===== src/rtl/wb_rr_arbiter_pkg.sv =====
// Shared definitions for the two-master Wishbone round-robin arbiter:
// default bus widths and the arbiter state encoding.
package wb_rr_arbiter_pkg;

    localparam int WB_ADDR_W = 24;
    localparam int WB_DATA_W = 16;
    localparam int WB_SEL_W  = 2;

    typedef enum logic [1:0] {
        ARB_IDLE  = 2'd0,
        ARB_GNT0  = 2'd1,
        ARB_GNT1  = 2'd2,
        ARB_ABORT = 2'd3
    } arb_state_t;

    function automatic arb_state_t grant_state(input logic master);
        return master ? ARB_GNT1 : ARB_GNT0;
    endfunction

endpackage


===== src/rtl/wb_arb_wdt.sv =====
// Per-transfer ack watchdog: counts stalled strobe cycles, saturates at
// all-ones and flags a trip when the count is full and the strobe is still unanswered.
module wb_arb_wdt #(
    parameter int WDT_W  = 8,
    parameter bit WDT_EN = 1'b1
) (
    input  logic clk,
    input  logic rst,
    input  logic stall,
    input  logic clear,
    output logic trip
);

    localparam logic [WDT_W-1:0] WDT_MAX = '1;

    generate
        if (WDT_EN) begin : g_wdt
            logic [WDT_W-1:0] count;

            always_ff @(posedge clk) begin
                if (rst || clear || !stall) begin
                    count <= '0;
                end else if (count != WDT_MAX) begin
                    count <= count + 1'b1;
                end
            end

            assign trip = stall && (count == WDT_MAX);
        end else begin : g_no_wdt
            assign trip = 1'b0;
        end
    endgenerate

endmodule


===== src/rtl/wb_rr_arbiter.sv =====
// Two-master to one-slave Wishbone arbiter: registered round-robin grant held
// for the whole cycle, combinational bus mux, and watchdog abort of hung transfers.
module wb_rr_arbiter
    import wb_rr_arbiter_pkg::*;
#(
    parameter int ADDR_W = WB_ADDR_W,
    parameter int DATA_W = WB_DATA_W,
    parameter int SEL_W  = WB_SEL_W,
    parameter int WDT_W  = 8,
    parameter bit WDT_EN = 1'b1
) (
    input  logic              i_clk,
    input  logic              i_rst,

    input  logic              m0_cyc,
    input  logic              m0_stb,
    input  logic              m0_we,
    input  logic [ADDR_W-1:0] m0_adr,
    input  logic [DATA_W-1:0] m0_o_dat,
    input  logic [SEL_W-1:0]  m0_sel,
    input  logic              m0_4_burst,
    input  logic              m0_8_burst,
    output logic              m0_ack,
    output logic              m0_err,

    input  logic              m1_cyc,
    input  logic              m1_stb,
    input  logic              m1_we,
    input  logic [ADDR_W-1:0] m1_adr,
    input  logic [DATA_W-1:0] m1_o_dat,
    input  logic [SEL_W-1:0]  m1_sel,
    input  logic              m1_4_burst,
    input  logic              m1_8_burst,
    output logic              m1_ack,
    output logic              m1_err,

    output logic              o_wb_cyc,
    output logic              o_wb_stb,
    output logic              o_wb_we,
    output logic [ADDR_W-1:0] o_wb_adr,
    output logic [DATA_W-1:0] o_wb_o_dat,
    output logic [SEL_W-1:0]  o_wb_sel,
    output logic              o_wb_4_burst,
    output logic              o_wb_8_burst,
    input  logic              i_wb_ack,
    input  logic              i_wb_err,

    output logic              o_busy,
    output logic              o_wdt_trip
);

    arb_state_t state;
    arb_state_t state_next;
    logic       last;
    logic       last_next;
    logic       slave_stb;
    logic       stall;
    logic       wdt_clear;
    logic       trip;

    always_ff @(posedge i_clk) begin
        if (i_rst) begin
            state <= ARB_IDLE;
            last  <= 1'b1;
        end else begin
            state <= state_next;
            last  <= last_next;
        end
    end

    // In ABORT, 'last' already names the master whose transfer was killed.
    always_comb begin
        state_next = state;
        last_next  = last;
        case (state)
            ARB_IDLE: begin
                if (m0_cyc && m1_cyc) begin
                    state_next = grant_state(!last);
                end else if (m0_cyc) begin
                    state_next = ARB_GNT0;
                end else if (m1_cyc) begin
                    state_next = ARB_GNT1;
                end
            end
            ARB_GNT0: begin
                if (!m0_cyc) begin
                    last_next  = 1'b0;
                    state_next = m1_cyc ? ARB_GNT1 : ARB_IDLE;
                end else if (trip) begin
                    last_next  = 1'b0;
                    state_next = ARB_ABORT;
                end
            end
            ARB_GNT1: begin
                if (!m1_cyc) begin
                    last_next  = 1'b1;
                    state_next = m0_cyc ? ARB_GNT0 : ARB_IDLE;
                end else if (trip) begin
                    last_next  = 1'b1;
                    state_next = ARB_ABORT;
                end
            end
            ARB_ABORT: begin
                if (!(last ? m1_cyc : m0_cyc)) begin
                    state_next = (last ? m0_cyc : m1_cyc) ? grant_state(!last) : ARB_IDLE;
                end
            end
            default: state_next = ARB_IDLE;
        endcase
    end

    assign slave_stb = (state == ARB_GNT0) ? (m0_stb && m0_cyc) :
                       (state == ARB_GNT1) ? (m1_stb && m1_cyc) : 1'b0;
    assign stall     = slave_stb && !i_wb_ack && !i_wb_err;
    assign wdt_clear = (state_next != state);

    wb_arb_wdt #(
        .WDT_W  (WDT_W),
        .WDT_EN (WDT_EN)
    ) u_wdt (
        .clk   (i_clk),
        .rst   (i_rst),
        .stall (stall),
        .clear (wdt_clear),
        .trip  (trip)
    );

    always_comb begin
        o_wb_cyc     = 1'b0;
        o_wb_stb     = slave_stb;
        o_wb_we      = 1'b0;
        o_wb_adr     = '0;
        o_wb_o_dat   = '0;
        o_wb_sel     = '0;
        o_wb_4_burst = 1'b0;
        o_wb_8_burst = 1'b0;
        m0_ack       = 1'b0;
        m0_err       = 1'b0;
        m1_ack       = 1'b0;
        m1_err       = 1'b0;
        o_wdt_trip   = 1'b0;
        case (state)
            ARB_GNT0: begin
                o_wb_cyc     = m0_cyc;
                o_wb_we      = m0_we;
                o_wb_adr     = m0_adr;
                o_wb_o_dat   = m0_o_dat;
                o_wb_sel     = m0_sel;
                o_wb_4_burst = m0_4_burst;
                o_wb_8_burst = m0_8_burst;
                m0_ack       = i_wb_ack;
                m0_err       = i_wb_err || trip;
                o_wdt_trip   = trip;
            end
            ARB_GNT1: begin
                o_wb_cyc     = m1_cyc;
                o_wb_we      = m1_we;
                o_wb_adr     = m1_adr;
                o_wb_o_dat   = m1_o_dat;
                o_wb_sel     = m1_sel;
                o_wb_4_burst = m1_4_burst;
                o_wb_8_burst = m1_8_burst;
                m1_ack       = i_wb_ack;
                m1_err       = i_wb_err || trip;
                o_wdt_trip   = trip;
            end
            default: ;
        endcase
    end

    assign o_busy = (state != ARB_IDLE);

endmodule

===== config.mk =====
export PLATFORM = sky130hd
export DESIGN_NAME = wb_rr_arbiter
export DESIGN_NICKNAME = d
export VERILOG_FILES = /design/src/rtl/wb_rr_arbiter_pkg.sv /design/src/rtl/wb_arb_wdt.sv /design/src/rtl/wb_rr_arbiter.sv
export SDC_FILE = /design/constraint.sdc
export NUM_CORES = 1
export LEC_CHECK = 0
export ABC_AREA = 0
export CORE_MARGIN = 10
export CORE_UTILIZATION = 32
export CTS_CLUSTER_SIZE = 28
export DETAILED_ROUTE_END_ITERATION = 8
export PLACE_DENSITY = 0.95
export SYNTH_ARGS = -nofsm -noshare
export SYNTH_HDL_FRONTEND = slang
export SYNTH_SLANG_ARGS = --single-unit

===== constraint.sdc =====
create_clock -name i_clk -period 4.7 [get_ports i_clk]
set_input_delay 0.705 -clock i_clk [delete_from_list [all_inputs] [get_ports i_clk]]
set_output_delay 0.705 -clock i_clk [all_outputs]
set_load 0.01 [all_outputs]

==> key figures <==
Detailed routing
  • Vias/cell: 5.383
  • Via count: 2148
  • DRT iter0 DRCs: between 90 and 100
  • Drc violations: 0
  • Post-route ant nets: 0
  • Final WL: 7737 um
  • Drt wl/cell: 19.39 um
  • Detailed Routing Iterations Pass 1: 4

Worst setup path
  • Worst setup path endpoint: o_wb_adr[22]
  • R2R cell count: 8
  • WP data required: 3.99 ns
  • Worst Setup Path Type: reg2out
  • Critical path arrival: about 2.8 ns
  • RR Endpoint: u_wdt.g_wdt.count[6]
  • R2R Setup Slk: 2.00 ns
  • CP Max Fanout: 47
  • Crit. Startpoint: state[0]
  • Worst setup SP type: flip-flop
  • Worst r2r src: state[1]
  • Worst setup EP type: primary output

Die
  • Initial Util: 32.78%
  • Number of cell rows: 25
  • IO Pins: ~150
  • Die Height: 89.10 um
  • DIE AREA: 0.007938 mm^2
  • Die Wd: about 89 um
  • Core Region: 0.004661 mm^2

Final layout
  • Final nets: 450
  • Util after Layout: about 66%
  • Fin cells: ~400
  • Ant diodes: 0
  • Area growth syn-to-layout: 101.9%
  • Layout cells sized above 1: under 10%

STA
  • Max Slew Vio Count: 0
  • Final hold vios: 0
  • Least-Margin Pin Slew: 1.067 ns
  • RSZ-0062 raised after global routing: no
  • Min cycle time layout: 3.452 ns
  • Post-Route Setup TNS: 0 ns
  • Final Cycle Share: 73.44%
  • Slew headroom: 28.90%
  • Clk_skew: 0.002495 ns
  • Peak Freq: 289.7 MHz
  • Setup violators final: 0

Pwr
  • Leak: 0.001009 uW
  • Power per Cell Area: 209.8 mW/mm^2
  • Maximum VDD drop: 0.2120 mV

Yosys
  • Synth Area in Simple Gates: a little over a third
  • Syn Nets: 312
  • Top-area cell type share of the netlist area: 22.60%
  • Synth Area in Compound Gates: 35.54%
  • Most common cell in the synthesized netlist: nor2b_1
  • Top post-synthesis cells by count: nor2b_1, a22oi_1, clkbuf_1
  • Synth Register Bits: 11
  • Netlist cell types: 41
  • Adder-cell share of the synthesized area: 4.914%
  • Ranking of synthesized cells by area: a22oi_1, nor2b_1, dfxtp_1
  • Synth area leader: a22oi_1
  • XOR/XNOR Fraction of Synth Area: 0.5733%
  • Yosys warning count: 0
  • Combinational family with the most area after synthesis: simple AND/OR/NAND/NOR gates
  • Mux share of post-synthesis cell area: 1.966%
  • Syn Std Cell Area: 0.001528 mm^2
  • Post-synth EDFFs: 0
  • Sequential fraction of the synthesis area: about 14%
  • Cells after Synth: 208
  • Post-synth ARST share: 0%
  • Syn avg cell area: ~7.3 um^2
  • Most used flip-flop cell after synthesis: dfxtp_1

Global routing
  • Vias in the first global route: around 2000
  • Largest net degree at the start of global routing: 53
  • Antenna violations before repair: 0
  • Global Route Usage Sum: 17.05%
  • GRT Residual Overflow: 0
  • First-pass GRT wire length: between 10000 and 15000 um

CTS
  • Clk Latency, worst-skew pair: 0.24 ns
  • TritonCTS Sinks: 11
  • Post-CTS setup buffer count: 0
  • CTS buffer count: 3
  • Clk root buf: clkbuf_8
  • CTS H-tree lvls: 1
  • Reg clk slew, reported paths: roughly 0.05 ns
  • Max Root-Sink Buffers: 2
  • Cts hold-fix bufs: 0
  • TritonCTS clock tree: built
  • CTS resizes: 0

Status
  • Status: completed

Place
  • Placed Instances: 395
  • Port-buffer cells: 150
  • Gp weighted congestion: around 0.91
  • Post-DP HPWL: 6306 um

Hold path
  • Hold/Removal Path Class: reg2reg

Flow run
  • Maxcap violations: 0
[flip-flops by register name, summed over array words and instances (netlist names)]
signal,cells
last,1
state,2
u_wdt.g_wdt.count,8
[layout by cell type (no fill, tap or decap), types with 2 or more instances in the layout]
master,synthesis,routed
a21oi_1,3,3
a22oi_1,46,46
a31o_2,2,2
a31oi_1,2,2
and2_1,3,3
and3_1,4,4
buf_4,1,2
clkbuf_8,0,3
clkdlybuf4s50_1,0,150
dfxtp_1,11,11
ha_1,6,4
ha_2,0,2
inv_1,4,4
mux2i_1,3,3
nand2_1,4,4
nand2b_1,3,3
nand3_1,7,7
nand4_1,2,2
nor2_1,13,13
nor2b_1,50,50
o21ai_0,6,6
[worst max-delay path, stage by stage (launching register included)]
cell and delay [ns]:
dfxtp_1 0.44, inv_1 0.19, ha_1 1.04, nor2b_1 0.24, clkdlybuf4s50_1 0.58
[metrics by stage]
step / hold slack (ns) / setup WS [ns] / area (um^2) / total power, uW
CTS: 0.5417 / 1.257 / 3084 / 649.0
floorplan: 0.4764 / 2.317 / 1528 / 337.9
global route: 0.5665 / 1.043 / 3084 / 685.2
detailed placement: 0.5297 / 1.365 / 3038 / 551.8
global placement: 0.5246 / 1.408 / 3038 / 546.5
finish: 0.5477 / 1.248 / 3084 / 647.1
[worst min-delay path by stage]
| stage | startpoint | to | depth (start not counted) |
|---|---|---|---|
| after floorplan | last | last | 1 |
| after global placement | last | last | 1 |
| after detailed placement | last | last | 1 |
| after CTS | last | last | 1 |
| after global routing | last | last | 1 |
| final | last | last | 1 |
[routing by layer]
layer  track usage, %  vias up  routed length, um
met2            29.70      105               3881
met1            18.86      992               2852
met4            5.347        0                166
met3            6.016       15                837
met5                0        -                  0
li1                 -     1036                  -
[cell type report]
| type | instances | area (um^2) |
|---|---|---|
| fill | 367 | 1577 |
| timing repair buffer | 152 | 1516 |
| multi-input combinational | 174 | 1219 |
| sequential | 11 | 220.2 |
| tap | 54 | 67.56 |
| clock buffer | 3 | 41.29 |
| inverter | 4 | 15.01 |
| clock inverter | 1 | 5.005 |
[cell families (layout without fill, tap and decap cells)]
family | count (synthesis) | after routing
adder cells (fa/ha/maj) | 6 | 6
XOR/XNOR | 1 | 1
buffers and inverters | 23 | 160
multiplexers | 3 | 3
AO/OA/AOI/OAI | 70 | 70
flip-flops | 11 | 11
AND/OR/NAND/NOR | 94 | 94
[power by group]
group | switching [uW] | internal [uW]
combinational | 195 | 251
sequential | 6.22 | 97.7
clock | 38.9 | 58.5
Note: power is estimated with default switching activity, not from simulation.
